===== config.mk =====
export PLATFORM = sky130hd
export DESIGN_NAME = rgbw_frame_sender_flat
export DESIGN_NICKNAME = d
export VERILOG_FILES = /design/src/rtl/rgbw_frame_pkg.sv /design/src/rtl/rgbw_frame_sender_if.sv /design/src/rtl/rgbw_frame_sender_spi_byte_shifter.sv /design/src/rtl/rgbw_frame_sender.sv /design/src/flat_wrapper.sv
export SDC_FILE = /design/constraint.sdc
export NUM_CORES = 1
export LEC_CHECK = 0
export CAP_MARGIN = 25
export CORE_MARGIN = 2
export CORE_UTILIZATION = 59
export DETAILED_ROUTE_END_ITERATION = 8
export HOLD_SLACK_MARGIN = 0.08
export PLACE_DENSITY = 0.94
export SLEW_MARGIN = 20
export SYNTH_ARGS = -nofsm -noshare
export SYNTH_HDL_FRONTEND = slang
export SYNTH_SLANG_ARGS = --single-unit

===== constraint.sdc =====
create_clock -name clk -period 6.2 [get_ports clk]
set_clock_uncertainty 0.05 [all_clocks]
set_input_delay 0.93 -clock clk [delete_from_list [all_inputs] [get_ports clk]]
set_output_delay 0.93 -clock clk [all_outputs]
set_load 0.01 [all_outputs]

===== src/rtl/rgbw_frame_pkg.sv =====
// Shared types and constants for the RGBW frame sender.
// Frame length depends on RGBW_FRAME_CHECKSUM_EN (adds a trailing XOR byte when defined).
package rgbw_frame_pkg;

    localparam logic [7:0] SYNC_BYTE = 8'h55;

`ifdef RGBW_FRAME_CHECKSUM_EN
    localparam int unsigned FRAME_BYTES = 9;
`else
    localparam int unsigned FRAME_BYTES = 8;
`endif

    typedef logic [3:0] byte_idx_t;

    localparam byte_idx_t IDX_SYNC  = 4'd0;
    localparam byte_idx_t IDX_LINT  = 4'd1;
    localparam byte_idx_t IDX_COLOR = 4'd2;
    localparam byte_idx_t IDX_RED   = 4'd3;
    localparam byte_idx_t IDX_GREEN = 4'd4;
    localparam byte_idx_t IDX_BLUE  = 4'd5;
    localparam byte_idx_t IDX_WHITE = 4'd6;
    localparam byte_idx_t IDX_MODE  = 4'd7;
`ifdef RGBW_FRAME_CHECKSUM_EN
    localparam byte_idx_t IDX_CSUM  = 4'd8;
`endif
    localparam byte_idx_t IDX_LAST  = byte_idx_t'(FRAME_BYTES - 1);

    typedef enum logic [2:0] {
        ST_IDLE,
        ST_SETUP,
        ST_SHIFT,
        ST_GAP,
        ST_FINISH
    } state_e;

    typedef struct packed {
        logic [7:0] lint;
        logic [7:0] color_idx;
        logic [7:0] red;
        logic [7:0] green;
        logic [7:0] blue;
        logic [7:0] white;
        logic [7:0] mode;
    } payload_t;

`ifdef RGBW_FRAME_CHECKSUM_EN
    function automatic logic [7:0] payload_xor(payload_t p);
        return p.lint ^ p.color_idx ^ p.red ^ p.green ^ p.blue ^ p.white ^ p.mode;
    endfunction
`endif

endpackage


===== src/rtl/rgbw_frame_sender_if.sv =====
// Request/payload and SPI-side signals of the RGBW frame sender.
// The slave modport is the sender itself; master is whoever requests frames.
interface rgbw_frame_sender_if;

    logic       start;
    logic [7:0] lint;
    logic [7:0] color_idx;
    logic [7:0] red;
    logic [7:0] green;
    logic [7:0] blue;
    logic [7:0] white;
    logic [7:0] mode;
    logic       busy;
    logic       done;
    logic       sclk;
    logic       mosi;
    logic       cs_n;

    modport master (
        output start, lint, color_idx, red, green, blue, white, mode,
        input  busy, done, sclk, mosi, cs_n
    );

    modport slave (
        input  start, lint, color_idx, red, green, blue, white, mode,
        output busy, done, sclk, mosi, cs_n
    );

endinterface


===== src/rtl/rgbw_frame_sender_spi_byte_shifter.sv =====
// Per-byte SPI mode-0 shifter: SCLK half-period timing, MSB-first shift, next-byte load.
// The next byte is taken from data_i on the falling edge of the current byte's last bit.
module spi_byte_shifter #(
    parameter int unsigned CLK_DIV = 2
) (
    input  logic       clk,
    input  logic       reset,
    input  logic       load_i,
    input  logic       en_i,
    input  logic [7:0] data_i,
    output logic       sclk_o,
    output logic       mosi_o,
    output logic       byte_done_o
);

    localparam logic [7:0] DIV_LAST = 8'(CLK_DIV - 1);

    logic [7:0] sr_q, sr_d;
    logic [7:0] div_q, div_d;
    logic [2:0] bit_q, bit_d;
    logic       high_q, high_d;
    logic       tc;

    assign tc = (div_q == 8'd0);

    always_comb begin
        sr_d        = sr_q;
        div_d       = div_q;
        bit_d       = bit_q;
        high_d      = high_q;
        byte_done_o = 1'b0;
        if (load_i) begin
            sr_d   = data_i;
            div_d  = DIV_LAST;
            bit_d  = 3'd7;
            high_d = 1'b1;
        end else if (en_i) begin
            if (!tc) begin
                div_d = div_q - 8'd1;
            end else begin
                div_d = DIV_LAST;
                if (high_q) begin
                    // falling edge: advance to the next bit, or the next byte's MSB
                    high_d = 1'b0;
                    sr_d   = (bit_q == 3'd0) ? data_i : {sr_q[6:0], 1'b0};
                end else if (bit_q == 3'd0) begin
                    byte_done_o = 1'b1;
                    high_d      = 1'b1;
                    bit_d       = 3'd7;
                end else begin
                    high_d = 1'b1;
                    bit_d  = bit_q - 3'd1;
                end
            end
        end
    end

    always_ff @(posedge clk) begin
        if (!reset) begin
            sr_q   <= 8'd0;
            div_q  <= 8'd0;
            bit_q  <= 3'd0;
            high_q <= 1'b0;
        end else begin
            sr_q   <= sr_d;
            div_q  <= div_d;
            bit_q  <= bit_d;
            high_q <= high_d;
        end
    end

    assign sclk_o = en_i & high_q;
    assign mosi_o = sr_q[7];

endmodule


===== src/rtl/rgbw_frame_sender.sv =====
// RGBW frame sender: snapshots payload on start and sends sync + payload bytes over SPI.
// States: IDLE wait | SETUP cs low, MSB out | SHIFT bytes | GAP inter-byte idle | FINISH done pulse.
// Define RGBW_FRAME_CHECKSUM_EN to append an XOR checksum byte.
module rgbw_frame_sender
    import rgbw_frame_pkg::*;
#(
    parameter int unsigned CLK_DIV    = 2,
    parameter int unsigned GAP_CYCLES = 4
) (
    input logic                clk,
    input logic                reset,
    rgbw_frame_sender_if.slave bus_if
);

    localparam logic [15:0] SETUP_LAST = 16'(CLK_DIV - 1);
    localparam logic [15:0] GAP_LAST   = 16'(GAP_CYCLES - 1);

    state_e      state_q, state_d;
    payload_t    snap_q, snap_d;
    byte_idx_t   byte_q, byte_d;
    logic [15:0] tmr_q, tmr_d;
`ifdef RGBW_FRAME_CHECKSUM_EN
    logic [7:0]  csum_q, csum_d;
`endif

    payload_t    live;
    byte_idx_t   next_idx;
    logic [7:0]  next_byte;
    logic        load;
    logic        shift_en;
    logic        byte_done;
    logic        sh_sclk;
    logic        sh_mosi;
    logic        active;

    assign live = '{lint:      bus_if.lint,
                    color_idx: bus_if.color_idx,
                    red:       bus_if.red,
                    green:     bus_if.green,
                    blue:      bus_if.blue,
                    white:     bus_if.white,
                    mode:      bus_if.mode};

    // Outside SHIFT the only byte ever loaded is the sync byte at frame start.
    always_comb begin
        next_idx  = byte_q + 4'd1;
        next_byte = 8'h00;
        if (state_q != ST_SHIFT) begin
            next_byte = SYNC_BYTE;
        end else begin
            case (next_idx)
                IDX_SYNC:  next_byte = SYNC_BYTE;
                IDX_LINT:  next_byte = snap_q.lint;
                IDX_COLOR: next_byte = snap_q.color_idx;
                IDX_RED:   next_byte = snap_q.red;
                IDX_GREEN: next_byte = snap_q.green;
                IDX_BLUE:  next_byte = snap_q.blue;
                IDX_WHITE: next_byte = snap_q.white;
                IDX_MODE:  next_byte = snap_q.mode;
`ifdef RGBW_FRAME_CHECKSUM_EN
                IDX_CSUM:  next_byte = csum_q;
`endif
                default:   next_byte = 8'h00;
            endcase
        end
    end

    always_comb begin
        state_d  = state_q;
        snap_d   = snap_q;
        byte_d   = byte_q;
        tmr_d    = tmr_q;
        load     = 1'b0;
        shift_en = 1'b0;
`ifdef RGBW_FRAME_CHECKSUM_EN
        csum_d   = csum_q;
`endif
        case (state_q)
            ST_IDLE, ST_FINISH: begin
                if (bus_if.start) begin
                    state_d = ST_SETUP;
                    snap_d  = live;
                    byte_d  = IDX_SYNC;
                    tmr_d   = SETUP_LAST;
                    load    = 1'b1;
`ifdef RGBW_FRAME_CHECKSUM_EN
                    csum_d  = payload_xor(live);
`endif
                end else begin
                    state_d = ST_IDLE;
                end
            end
            ST_SETUP: begin
                if (tmr_q == 16'd0) state_d = ST_SHIFT;
                else                tmr_d   = tmr_q - 16'd1;
            end
            ST_SHIFT: begin
                shift_en = 1'b1;
                if (byte_done) begin
                    if (byte_q == IDX_LAST) begin
                        state_d = ST_FINISH;
                    end else begin
                        byte_d = byte_q + 4'd1;
                        if (GAP_CYCLES != 0) begin
                            state_d = ST_GAP;
                            tmr_d   = GAP_LAST;
                        end
                    end
                end
            end
            ST_GAP: begin
                if (tmr_q == 16'd0) state_d = ST_SHIFT;
                else                tmr_d   = tmr_q - 16'd1;
            end
            default: state_d = ST_IDLE;
        endcase
    end

    always_ff @(posedge clk) begin
        if (!reset) begin
            state_q <= ST_IDLE;
            snap_q  <= '0;
            byte_q  <= '0;
            tmr_q   <= 16'd0;
`ifdef RGBW_FRAME_CHECKSUM_EN
            csum_q  <= 8'd0;
`endif
        end else begin
            state_q <= state_d;
            snap_q  <= snap_d;
            byte_q  <= byte_d;
            tmr_q   <= tmr_d;
`ifdef RGBW_FRAME_CHECKSUM_EN
            csum_q  <= csum_d;
`endif
        end
    end

    spi_byte_shifter #(
        .CLK_DIV (CLK_DIV)
    ) u_shifter (
        .clk         (clk),
        .reset       (reset),
        .load_i      (load),
        .en_i        (shift_en),
        .data_i      (next_byte),
        .sclk_o      (sh_sclk),
        .mosi_o      (sh_mosi),
        .byte_done_o (byte_done)
    );

    assign active      = (state_q == ST_SETUP) || (state_q == ST_SHIFT) || (state_q == ST_GAP);
    assign bus_if.busy = active;
    assign bus_if.cs_n = ~active;
    assign bus_if.done = (state_q == ST_FINISH);
    assign bus_if.sclk = sh_sclk;
    assign bus_if.mosi = active & sh_mosi;

endmodule


===== src/flat_wrapper.sv =====
// flat-port wrapper written by rule: the top's interface ports become plain ports
module rgbw_frame_sender_flat import rgbw_frame_pkg::*;
#(
    parameter int unsigned CLK_DIV    = 2,
    parameter int unsigned GAP_CYCLES = 4
)
  (clk, reset, bus_if_start, bus_if_lint, bus_if_color_idx, bus_if_red, bus_if_green, bus_if_blue, bus_if_white, bus_if_mode, bus_if_busy, bus_if_done, bus_if_sclk, bus_if_mosi, bus_if_cs_n);
  rgbw_frame_sender_if bus_if_i ();
  input logic clk;
  input logic reset;
  input wire logic [$bits(bus_if_i.start)-1:0] bus_if_start;
  input wire logic [$bits(bus_if_i.lint)-1:0] bus_if_lint;
  input wire logic [$bits(bus_if_i.color_idx)-1:0] bus_if_color_idx;
  input wire logic [$bits(bus_if_i.red)-1:0] bus_if_red;
  input wire logic [$bits(bus_if_i.green)-1:0] bus_if_green;
  input wire logic [$bits(bus_if_i.blue)-1:0] bus_if_blue;
  input wire logic [$bits(bus_if_i.white)-1:0] bus_if_white;
  input wire logic [$bits(bus_if_i.mode)-1:0] bus_if_mode;
  output wire logic [$bits(bus_if_i.busy)-1:0] bus_if_busy;
  output wire logic [$bits(bus_if_i.done)-1:0] bus_if_done;
  output wire logic [$bits(bus_if_i.sclk)-1:0] bus_if_sclk;
  output wire logic [$bits(bus_if_i.mosi)-1:0] bus_if_mosi;
  output wire logic [$bits(bus_if_i.cs_n)-1:0] bus_if_cs_n;
  assign bus_if_i.start = bus_if_start;
  assign bus_if_i.lint = bus_if_lint;
  assign bus_if_i.color_idx = bus_if_color_idx;
  assign bus_if_i.red = bus_if_red;
  assign bus_if_i.green = bus_if_green;
  assign bus_if_i.blue = bus_if_blue;
  assign bus_if_i.white = bus_if_white;
  assign bus_if_i.mode = bus_if_mode;
  assign bus_if_busy = bus_if_i.busy;
  assign bus_if_done = bus_if_i.done;
  assign bus_if_sclk = bus_if_i.sclk;
  assign bus_if_mosi = bus_if_i.mosi;
  assign bus_if_cs_n = bus_if_i.cs_n;
  rgbw_frame_sender #(.CLK_DIV(CLK_DIV), .GAP_CYCLES(GAP_CYCLES)) u_core (.clk(clk), .reset(reset), .bus_if(bus_if_i));
endmodule

# --- Yosys cells after proc, flatten, opt, wreduce, memory -nomap -nowiden ---
# Cells that the tools add are included.
totals:
  inputBits: 59
  elab_cells: 105
  ff_bits: 99
classes:
  reduce_logical: 22
  bitwise: 4
  muxes: 41
  n_eq_ne: 19
  n_addsub: 4
op_table:
  columns: ["op", "count"]
  rows:
  - ["$mux 16", 4]
  - ["$pmux 8 s8", 1]
  - ["$mux 8", 7]
  - ["$pmux 16 s3", 1]
  - ["$mux 3", 8]
  - ["$eq 4x3->1 const B", 5]
  - ["$logic_not 16->1", 1]
  - ["$sub 16x1->16 const B", 1]
  - ["$mux 1", 15]
  - ["$mux 4", 3]
  - ["$pmux 3 s3", 1]
  - ["$eq 4x2->1 const B", 2]
  - ["$logic_not 8->1", 1]
  - ["$pmux 4 s2", 1]
  - ["$reduce_bool 2->1", 4]
  - ["$sub 8x1->8 const B", 1]
  - ["$eq 3x2->1 const B", 2]
  - ["$logic_not 3->1", 2]
  - ["$ne 2x1->1 const B", 3]
  - ["$ne 2x2->1 const B", 3]
  - ["$reduce_and 2->1", 3]
  - ["$reduce_and 3->1", 2]
  - ["$reduce_or 2->1", 3]
  - ["$reduce_and 5->1", 1]
  - ["other kinds (12)", 15]

# --- Longest topological paths before layout ---
logic_depth:
  word_depth: 9
  ltp_mapped: 9
  ltp_nobuf: 8

# --- By module ---
# A second synthesis with hierarchy kept.
unflattened:
  hier_cells: 627
  area_unflattened_um2: 4979.8
by_module_without_submodules:
  columns: ["mod", "instances", "cells_per_inst", "area_each_um2"]
  rows:
  - ["rgbw_frame_sender", 1, 523, 4013.8]
  - ["spi_byte_shifter", 1, 104, 965.9]

# --- Least setup slack after synthesis ---
# OpenSTA, ideal clock, no wires.
synth_path:
  path_type: "flip-flop to flip-flop"
  from: "reg u_core.u_shifter.bit_q[0]"
  to: "reg u_core.tmr_q[12]"
  required_ps: 6024
  t_arrival_ps: 2102
  setup_time_ps: 126
  path_slack_ps: 3923
  stages_incl_launch_ff: 10
  synth_period_minus_slack_ps: 2277
  path_cell_list: "dfxtp_1 -> inv_1 -> ha_1 -> or3b_2 -> nor4_4 -> o22ai_2 -> buf_2 -> nor4b_4 -> xnor2_1 -> nor2_2"
synth_between:
  elab_chain_cells: 8
synth_rtl:
  columns: ["item", "line", "text"]
  rows:
  - ["start: declaration", "rgbw_frame_sender_spi_byte_shifter.sv:20", "logic [2:0] bit_q, bit_d;"]
  - ["start signal: assignment", "rgbw_frame_sender_spi_byte_shifter.sv:67", "bit_q <= bit_d;"]
  - ["$logic_not 3->1", "rgbw_frame_sender_spi_byte_shifter.sv:46", "end else if (bit_q == 3'd0) begin"]
  - ["$mux 1", "rgbw_frame_sender_spi_byte_shifter.sv:46", null]
  - ["$mux 1", "rgbw_frame_sender_spi_byte_shifter.sv:42", "if (high_q) begin"]
  - ["$mux 1", "rgbw_frame_sender_spi_byte_shifter.sv:38", "if (!tc) begin"]
  - ["$mux 1", "rgbw_frame_sender_spi_byte_shifter.sv:37", "end else if (en_i) begin"]
  - ["$mux 1", "rgbw_frame_sender_spi_byte_shifter.sv:32", "if (load_i) begin"]
  - ["$ne 2x1->1 (no source line)", null, null]
  - ["$reduce_and 5->1 (no source line)", null, null]
  - ["end signal: assignment", "rgbw_frame_sender.sv:132", "tmr_q <= tmr_d;"]
  - ["end: declaration", "rgbw_frame_sender.sv:21", "logic [15:0] tmr_q, tmr_d;"]
# Every way passes these cells.
# A chain may end at the register's enable or synchronous reset.

# --- Final worst setup path ---
layout_path:
  from: "reg u_core.state_q[0]"
  to: "out bus_if_sclk"
layout_between:
  elab_chain_cells: 3
layout_rtl:
  columns: ["item", "line", "text"]
  rows:
  - ["start: declaration", "rgbw_frame_sender.sv:18", "state_e state_q, state_d;"]
  - ["start signal: assignment", "rgbw_frame_sender.sv:129", "state_q <= state_d;"]
  - ["$eq 3x2->1", "rgbw_frame_sender.sv:78", "case (state_q)"]
  - ["$mux 1", "rgbw_frame_sender.sv:78", null]
  - ["$and 1x1->1", "rgbw_frame_sender_spi_byte_shifter.sv:72", "assign sclk_o = en_i & high_q;"]
  - ["end: declaration", "flat_wrapper.sv:21", "output wire logic [$bits(bus_if_i.sclk)-1:0] bus_if_sclk;"]
# Every way passes these cells.

==> results.yml <==
final_layout:
  multi_input_area_um2: 2510
  drive_gt1_frac: 0.0569
  final_cell_mix: "144 x nand2_1, 99 x dfxtp_1, 78 x a21oi_1, 63 x clkdlybuf4s50_1, 38 x nor2_1"
  ff_latch_area_um2: 1980
  num_antenna_cells: 0
  final_common_cell: "nand2_1"
  area_growth_pct: 17.8
  finalNetCount: 697
  n_fill_cell: 591
  fin_area_um2: 5510
hold_path:
  hp-start: "u_core.snap_q[23]$_SDFFE_PN0N_"
  holdPathStages: 2
  min_to: "u_core.snap_q[23]$_SDFFE_PN0N_"
  hp-class: "register to register"
floorplanning:
  die_w_um: 93.0
  pin_count: 64
  core-area_um2: 7690
  initial_core_util: 0.609
  die_area_um2: 8660
  row_count: 32
  fp.dieH_um: 93.0
sta:
  post-route-period-util: 0.516
  rsz0062_at_grt: "false"
  setup_viol: 0
  worst_slew_pin_slew_ns: 0.793
  fmax_ghz: 0.313
  timing.setup.tns_ns: 0
  fin_ws_ns: 3.00
  finalMaxSlewViolations: 0
  slew_headroom: 0.472
  hold_viol: 0
  fin_crit_ns: 3.20
placement:
  place.gp.congestion: 0.911
  placed_cell_area_um2: 5300
  hpwl_um: 7810
  io_buffers: 63
  pre_cts_slack_ns: 2.50
logic_synthesis:
  ys_top_cells_by_area: "dfxtp_1 42%, nand2_1 12%, a21oi_1 8.3%"
  synth_seq_cells: 99
  syn_nets: 658
  synth_top_cell_by_area: "dfxtp_1"
  synth-async-reset-ratio: 0
  synth_top_area_frac: 0.424
  synth.distinct_cells: 61
  yosysWarnings: 0
  synth_flop_cell: "dfxtp_1"
  ys_seq_area_frac: 0.424
  synth_area_um2: 4680
  synth_area_per_cell_um2: 7.94
  netlist_instances: 589
  synth_edf_count: 0
clocking:
  cts_resized: 0
  cts_made_buffers: 9
  cts_tree: "yes"
  ctsHoldBuffers: 0
  clockRootBuffer: "clkbuf_8"
  cts_buffer_depth: 2
  cts.sinks: 99
  clk_pin_slew_ns: 0.10
  cts_setup_buffers: 0
  clock_latency_ns: 0.37
  h-tree-depth: 3
global_routing:
  grt_pass1_vias: 4126
  grt_max_degree: 63
  track_usage: 0.264
  antenna_found_initial: 0
  grt_pass1_wl_um: 18500
  grt.overflow.total: 0
setup_path:
  path_class: "register to primary output"
  end_kind: "primary output"
  reg2reg_depth: 8
  r2r_slack_ns: 3.44
  cp_max_fo: 9
  startpoint_type: "register"
  required_ns: 5.22
  r2r-start: "u_core.u_shifter.bit_q[0]$_SDFFE_PN0P_"
  r2r_end: "u_core.tmr_q[15]$_SDFFE_PN0P_"
  critPathArrivalTime_ns: 2.22
routing:
  viasPerCell: 5.96
  drtPass1Iterations: 6
  ant_nets: 0
  routed_wl_um: 11300
  drc: 0
  vias: 4382
  wl_per_cell_um: 15.4
  drtIter0Drc: 330
pwr:
  power_density_nw_per_um2: 445
  finalPower_uw: 2450
  p_leak_uw: 0.00194
  vdd_ir_drop_max_v: 0.000188
run:
  drv_cap: 0
status:
  status: "completed"
## Yosys cell counts (all sizes together) (5+ instances only)
library cell,instances
a31oi,6
o21ai,16
nand2,145
or3,8
clkbuf,28
nor2,41
inv,11
a21oi,78
dfxtp,99
and2,8
nor3,12
a22oi,12
or4,5
buf,8
nand2b,6
a222oi,7
xnor2,19
ha,10
nand3,9
nor4,6
## critical path, stage by stage, from the launching register on
cell and delay [ns]:
dfxtp_1 0.43, nor3b_2 0.58, and2_1 0.28, clkdlybuf4s50_1 0.55
## power by group
group / internal, uW / switching, uW
Clock: 170 / 251
Combinational: 464 / 635
Sequential: 800 / 131
Total: 1430 / 1020
## metal layers
| layer | wire [um] | vias to the layer above | GRT usage |
|---|---|---|---|
| li1 | - | 2128 | - |
| met1 | 4670 | 2054 | 0.326 |
| met2 | 5660 | 173 | 0.455 |
| met3 | 731 | 27 | 0.0580 |
| met4 | 242 | 0 | 0.0895 |
| met5 | 0 | - | 0 |
## cell families after synthesis
group           after synthesis  synth area share
compound gates              152             0.205
fa+ha+maj                    10            0.0267
flops                        99             0.424
buf+inv                      48            0.0409
simple gates                259             0.264
xor+xnor                     21            0.0393
## worst max-delay path by stage
stage | startpoint | cells after the start | slack [ns] | endpoint
finish | u_core.state_q[0]$_SDFFE_PN0P_ | 3 | 3.00 | bus_if_sclk
global route | u_core.state_q[0]$_SDFFE_PN0P_ | 3 | 2.87 | bus_if_sclk
CTS | bus_if_start | 6 | 2.87 | u_core.tmr_q[15]$_SDFFE_PN0P_
detailed placement | bus_if_start | 6 | 2.50 | u_core.tmr_q[5]$_SDFFE_PN0P_
global placement | bus_if_start | 6 | 2.61 | u_core.tmr_q[15]$_SDFFE_PN0P_
floorplan | u_core.u_shifter.bit_q[0]$_SDFFE_PN0P_ | 9 | 3.92 | u_core.tmr_q[12]$_SDFFE_PN0P_
## registers in the layout (all words and copies together), names as in the netlist
name and cells:
u_core.u_shifter.div_q 8, u_core.u_shifter.high_q 1, u_core.snap_q 56, u_core.state_q 3
u_core.u_shifter.sr_q 8, u_core.byte_q 4, u_core.u_shifter.bit_q 3, u_core.tmr_q 16
## per-stage QoR
step | util | std cells | hold WS [ns]
2_1_floorplan | - | 589 | 0.386
3_3_place_gp | 0.690 | 719 | 0.392
3_5_place_dp | 0.690 | 719 | 0.397
4_1_cts | 0.716 | 735 | 0.414
5_1_grt | 0.717 | 735 | 0.431
6_report | 0.717 | 735 | 0.409
## area by class of cell
cell class,instances,share of cell area
timing repair buffer,64,0.116
tap,102,0.0232
sequential,99,0.360
clock inverter,6,0.0118
clock buffer,10,0.0250
multi-input combinational,442,0.456
inverter,12,0.00817
Power figures use the tool's default switching activity.
